==> src/rtl/multicycle_ctrl.sv <==
// Multi-cycle control FSM for an RV32I core. Sequences fetch, decode, execute,
// memory and writeback over a shared datapath and counts retired instructions.
// Any illegal opcode or memory timeout parks the FSM in a sticky trap state.
module multicycle_ctrl #(
    parameter int unsigned TIMEOUT = 16
) (
    input  logic        clk,
    input  logic        rst_n,
    input  logic [31:0] inst,
    input  logic        br_taken,
    input  logic        imem_ready,
    input  logic        dmem_ready,
    output logic        imem_req,
    output logic        ir_we,
    output logic        pc_we,
    output logic [1:0]  pc_sel,
    output logic        alu_a_sel,
    output logic        alu_b_sel,
    output logic        rf_we,
    output logic [1:0]  wb_sel,
    output logic        dmem_req,
    output logic        dmem_we,
    output logic        retire,
    output logic        trap,
    output logic [1:0]  trap_cause,
    output logic [31:0] instret
);

    localparam logic [31:0] TimeoutLim = 32'(TIMEOUT);

    localparam logic [6:0] OpR     = 7'b0110011;
    localparam logic [6:0] OpI     = 7'b0010011;
    localparam logic [6:0] OpLoad  = 7'b0000011;
    localparam logic [6:0] OpStore = 7'b0100011;
    localparam logic [6:0] OpBr    = 7'b1100011;
    localparam logic [6:0] OpLui   = 7'b0110111;
    localparam logic [6:0] OpAuipc = 7'b0010111;
    localparam logic [6:0] OpJal   = 7'b1101111;
    localparam logic [6:0] OpJalr  = 7'b1100111;

    typedef enum logic [2:0] {
        StFetch,
        StDecode,
        StExec,
        StMem,
        StWb,
        StTrap
    } state_e;

    state_e      state_q, state_d;
    logic [31:0] wait_q, wait_d;
    logic [31:0] instret_q, instret_d;
    logic        trap_q, trap_d;
    logic [1:0]  cause_q, cause_d;

    logic [6:0] opcode;
    logic is_r, is_i, is_ld, is_st, is_br, is_lui, is_auipc, is_jal, is_jalr;
    logic legal;
    logic sel_a, sel_b;
    logic wait_expired;
    logic unused_inst;

    // Only the opcode field steers control; the rest of inst feeds the datapath.
    assign unused_inst = ^inst[31:7];

    assign opcode   = inst[6:0];
    assign is_r     = (opcode == OpR);
    assign is_i     = (opcode == OpI);
    assign is_ld    = (opcode == OpLoad);
    assign is_st    = (opcode == OpStore);
    assign is_br    = (opcode == OpBr);
    assign is_lui   = (opcode == OpLui);
    assign is_auipc = (opcode == OpAuipc);
    assign is_jal   = (opcode == OpJal);
    assign is_jalr  = (opcode == OpJalr);
    assign legal    = is_r | is_i | is_ld | is_st | is_br | is_lui | is_auipc | is_jal | is_jalr;

    // ALU operand selects held through EXEC, MEM and WB
    assign sel_a = is_auipc;
    assign sel_b = is_i | is_ld | is_st | is_jalr | is_auipc;

    // A zero TIMEOUT disables the memory wait limit
    assign wait_expired = (TimeoutLim != 32'd0) && ((wait_q + 32'd1) == TimeoutLim);

    assign trap       = trap_q;
    assign trap_cause = cause_q;
    assign instret    = instret_q;

    // Next-state, wait counter and combinational control decode
    always_comb begin
        state_d   = state_q;
        wait_d    = wait_q;
        trap_d    = trap_q;
        cause_d   = cause_q;
        imem_req  = 1'b0;
        ir_we     = 1'b0;
        pc_we     = 1'b0;
        pc_sel    = 2'b00;
        alu_a_sel = 1'b0;
        alu_b_sel = 1'b0;
        rf_we     = 1'b0;
        wb_sel    = 2'b00;
        dmem_req  = 1'b0;
        dmem_we   = 1'b0;
        retire    = 1'b0;

        unique case (state_q)
            StFetch: begin
                imem_req = 1'b1;
                if (imem_ready) begin
                    ir_we   = 1'b1;
                    state_d = StDecode;
                    wait_d  = 32'd0;
                end else if (wait_expired) begin
                    state_d = StTrap;
                    wait_d  = 32'd0;
                    trap_d  = 1'b1;
                    cause_d = 2'b10;
                end else begin
                    wait_d = wait_q + 32'd1;
                end
            end
            StDecode: begin
                if (legal) begin
                    state_d = StExec;
                end else begin
                    state_d = StTrap;
                    trap_d  = 1'b1;
                    cause_d = 2'b01;
                end
            end
            StExec: begin
                alu_a_sel = sel_a;
                alu_b_sel = sel_b;
                if (is_ld || is_st) begin
                    state_d = StMem;
                end else if (is_br) begin
                    pc_we   = 1'b1;
                    pc_sel  = br_taken ? 2'b01 : 2'b00;
                    retire  = 1'b1;
                    state_d = StFetch;
                end else begin
                    state_d = StWb;
                end
            end
            StMem: begin
                alu_a_sel = sel_a;
                alu_b_sel = sel_b;
                dmem_req  = 1'b1;
                dmem_we   = is_st;
                if (dmem_ready) begin
                    wait_d = 32'd0;
                    if (is_st) begin
                        pc_we   = 1'b1;
                        retire  = 1'b1;
                        state_d = StFetch;
                    end else begin
                        state_d = StWb;
                    end
                end else if (wait_expired) begin
                    state_d = StTrap;
                    wait_d  = 32'd0;
                    trap_d  = 1'b1;
                    cause_d = 2'b11;
                end else begin
                    wait_d = wait_q + 32'd1;
                end
            end
            StWb: begin
                alu_a_sel = sel_a;
                alu_b_sel = sel_b;
                rf_we     = 1'b1;
                pc_we     = 1'b1;
                retire    = 1'b1;
                state_d   = StFetch;
                if (is_ld) begin
                    wb_sel = 2'b01;
                end else if (is_jal || is_jalr) begin
                    wb_sel = 2'b10;
                end else if (is_lui) begin
                    wb_sel = 2'b11;
                end
                if (is_jal) begin
                    pc_sel = 2'b01;
                end else if (is_jalr) begin
                    pc_sel = 2'b10;
                end
            end
            StTrap: begin
                state_d = StTrap;
            end
            default: begin
                state_d = StFetch;
                wait_d  = 32'd0;
            end
        endcase
    end

    // Retired-instruction counter, wraps naturally at 2^32
    always_comb begin
        instret_d = instret_q;
        if (retire) begin
            instret_d = instret_q + 32'd1;
        end
    end

    // State registers with asynchronous active-low reset
    always_ff @(posedge clk or negedge rst_n) begin
        if (!rst_n) begin
            state_q   <= StFetch;
            wait_q    <= 32'd0;
            instret_q <= 32'd0;
            trap_q    <= 1'b0;
            cause_q   <= 2'b00;
        end else begin
            state_q   <= state_d;
            wait_q    <= wait_d;
            instret_q <= instret_d;
            trap_q    <= trap_d;
            cause_q   <= cause_d;
        end
    end

endmodule

==> config.mk <==
export PLATFORM = sky130hd
export DESIGN_NAME = multicycle_ctrl
export DESIGN_NICKNAME = d
export VERILOG_FILES = /design/src/rtl/multicycle_ctrl.sv
export SDC_FILE = /design/constraint.sdc
export NUM_CORES = 1
export LEC_CHECK = 0
export BUFFER_PORTS_ARGS = -buffer_cell sky130_fd_sc_hd__buf_2
export CORE_ASPECT_RATIO = 0.5
export CORE_UTILIZATION = 61
export DETAILED_ROUTE_END_ITERATION = 10
export PLACE_DENSITY = 0.84
export SLEW_MARGIN = 10
export SYNTH_ARGS = -nofsm -noshare
export SYNTH_HDL_FRONTEND = slang
export SYNTH_SLANG_ARGS = --single-unit
==> constraint.sdc <==
create_clock -name clk -period 4.55 [get_ports clk]
set_clock_uncertainty 0.15 [all_clocks]
set_input_delay 0.6825 -clock clk [delete_from_list [all_inputs] [get_ports clk]]
set_output_delay 0.6825 -clock clk [all_outputs]
set_load 0.01 [all_outputs]
==> flow_metrics.env <==
export IMPL_critPathMaxFanout=9
export IMPL_synth_distinct_cells=70
export IMPL_clkTransAtPathRegs_ns=0.05
export IMPL_dpl_cell_area_um2=4800
export IMPL_drive_gt1_share_pct=17.8
export IMPL_fin_cells=665
export IMPL_wire_per_inst_um=16.5
export IMPL_floorplan_die_area_um2=7790
export IMPL_cts_root_to_sink_buffers=2
export IMPL_total_power_draw_mw=1.42
export IMPL_dpl_cell_count=649
export IMPL_area_growth_pct=13.2
export IMPL_mapped_avg_cell_area_um2=8.59
export IMPL_post_cts_resize_count=0
export IMPL_cts_tree="built"
export IMPL_core_area_um2=6940
export IMPL_irDropWorstVdd_v=0.000208
export IMPL_run_status="complete, no violations"
export IMPL_met1Wirelength_um=4890
export IMPL_synthesis_area_um2=4530
export IMPL_row_count=21
export IMPL_yosys_warnings=0
export IMPL_timing_final_max_slew_violations=0
export IMPL_drt_first_iter_violations=383
export IMPL_floorplan_die_width_um=124
export IMPL_floorplan_io_pins=85
export IMPL_cellPowerDensity_nw_per_um2=278
export IMPL_placement_io_buffers=59
export IMPL_synth_flop_cell="sky130_fd_sc_hd__dfrtp_1"
export IMPL_clock_sinks=70
export IMPL_critical_path_max_stage_delay_ns=0.57
export IMPL_grt_pass1_wl_um=18300
export IMPL_finalWorstPathRequiredPeriod_ns=3.42
export IMPL_cellLeakagePower_nw=2.30
export IMPL_synth_top_cells_by_area="sky130_fd_sc_hd__dfrtp_1 (39%), sky130_fd_sc_hd__nand2_1 (5.1%), sky130_fd_sc_hd__xnor2_1 (5.0%), sky130_fd_sc_hd__nand3_1 (5.0%), sky130_fd_sc_hd__nand4_1 (3.7%)"
export IMPL_crit_required_ns=4.61
export IMPL_wl_met3_um=991
export IMPL_dpl_worst_slack_ns=1.07
export IMPL_post_cts_setup_buffers=0
export IMPL_detailedRoute_firstPassIterationCount=7
export IMPL_cts_hold_fix_buffers=0
export IMPL_htreeDepth=3
export IMPL_final_hold_viol_count=0
export IMPL_timing_critical_path_from_type="flop"
export IMPL_worst_setup_sp="wait_q[0]"
export IMPL_post_synth_inst_count=527
export IMPL_criticalPathCategory="flop to flop"
export IMPL_synth_most_common_cell="sky130_fd_sc_hd__dfrtp_1"
export IMPL_timing_rr_start="wait_q[0]"
export IMPL_r2r_slack_ns=1.13
export IMPL_tns_ns=0
export IMPL_number_of_enable_flip_flop_cells_after_synthesis=0
export IMPL_vias_in_the_first_global_route=3848
export IMPL_netlist_top_cells_count="sky130_fd_sc_hd__dfrtp_1 (70), sky130_fd_sc_hd__nand2_1 (62), sky130_fd_sc_hd__nand3_1 (45)"
export IMPL_tightestPinTransition_ns=1.06
export IMPL_arrival_worst_endpoint_ns=3.48
export IMPL_viasPerCell=6.39
export IMPL_pin_count_of_the_biggest_net_entering_global_routing=51
export IMPL_cts_made_buffers=9
export IMPL_postLayoutSetupSlackWorst_ns=1.13
export IMPL_post_route_cell_area_um2=5120
export IMPL_worst_min_path_start="trap"
export IMPL_diodes=0
export IMPL_final_core_utilization_pct=73.9
export IMPL_clock_insertion_delay_worst_skew_ns=0.33
export IMPL_gate_family_responsible_for_the_most_delay_along_the_worst_path="simple AND/OR/NAND/NOR gates"
export IMPL_timing_critical_path_cells="ha_1, nand3_1, nor3_2, a21boi_0, nor4b_1, nand4_1, o21a_1, o211a_1, a221o_1"
export IMPL_floorplan_initialDensity_pct=65.3
export IMPL_async_reset_ff_share_pct=100
export IMPL_synth_top_cell_area_share_pct=38.7
export IMPL_dpl_hpwl_um=7570
export IMPL_place_gp_congestion=0.925
export IMPL_wl_met2_um=4920
export IMPL_postRouteWirelength_um=10900
export IMPL_cp_endpoint_kind="flop"
export IMPL_worst_hold_path_type="flop to flop"
export IMPL_grt_total_usage_pct=30.1
export IMPL_synth_ff_latch_count=70
export IMPL_worst_path_buf_inv=0
export IMPL_overflow=0
export IMPL_number_of_max_cap_violations=0
export IMPL_synth_seq_area_share_pct=38.7
export IMPL_clock_root_buffer="sky130_fd_sc_hd__clkbuf_16"
export IMPL_setup_viol=0
export IMPL_rsz0062_at_grt="no"
export IMPL_die_h_um=62.9
export IMPL_clock_fmax_mhz=292
export IMPL_slew_limit_headroom_pct=29.0
export IMPL_hold_ws_ns=0.313
export IMPL_critical_path_slowest_cell="sky130_fd_sc_hd__nor3_2"
export IMPL_antenna_found_initial=0
export IMPL_synth_fp_nets=566
export IMPL_final_nets=607
export IMPL_yosysTopAreaCell="sky130_fd_sc_hd__dfrtp_1"
export IMPL_drc=0
export IMPL_final_min_period_over_clock_period_pct=75.2
export IMPL_drt_antenna_net_count=0
export IMPL_vias=4252
export IMPL_top_layer_used="met4"
==> per-layer routing <==
layer	vias to the layer above	track usage, %
li1	2019	-
met1	2014	41.9
met4	0	10.4
met2	201	45.1
met5	-	0
met3	18	7.85
==> power by group <==
group,switching [mW],total (mW),internal [mW]
clock network,0.260,0.756,0.495
logic,0.0262,0.0386,0.0124
registers,0.00329,0.628,0.625
total,0.290,1.42,1.13
==> final timing paths <==
check | endpoint | cells after the start
worst max-delay path | wait_q[28] | 9
worst min-delay path | trap | 1
worst max register to register | wait_q[28] | 9
worst min register to register | trap | 1
max in group asynchronous | wait_q[25] | 2
min in group asynchronous | instret[18] | 1
==> final cells by class <==
type | instances | area, um2
flip-flops and latches | 70 | 1750
fillers | 509 | 1810
well taps | 92 | 115
repair buffers | 63 | 325
clock inverters | 5 | 82.6
inverters | 13 | 48.8
clock buffers | 11 | 243
multi-input cells | 411 | 2560
==> layout by cell type (no fill, tap or decap), drive strengths merged, types with 3 or more instances in the layout <==
master and n:
a211o 3, a211oi 5, a21o 3, a21oi 17, a31oi 4, and2 6, and3 15, and4 6
buf 63, clkbuf 11, clkinv 3, dfrtp 70, inv 13, mux2i 4, nand2 62, nand2b 8
nand3 46, nand4 28, nor2 35, nor3 18, nor3b 3, nor4 9, o21a 3, o21ai 27
o311ai 5, o31a 3, o31ai 7, or2 6, or3 10, or4 4, xnor2 26, xor2 15
==> flip-flops by register name (all words and copies together), names as in the netlist <==
name	count
state_q	3
instret	32
wait_q	32
trap_cause	2
trap	1
==> logic make-up (layout without fill, tap and decap cells) <==
kind of cell / Yosys count / count (layout) / share of synthesized area, %
simple gates: 264 / 264 / 31.4
compound gates: 98 / 98 / 15.1
flops: 70 / 70 / 38.7
buf+inv: 46 / 92 / 5.00
xor+xnor: 41 / 41 / 7.93
mux: 5 / 5 / 1.13
fa+ha+maj: 3 / 3 / 0.774
Power figures use the tool's default switching activity.
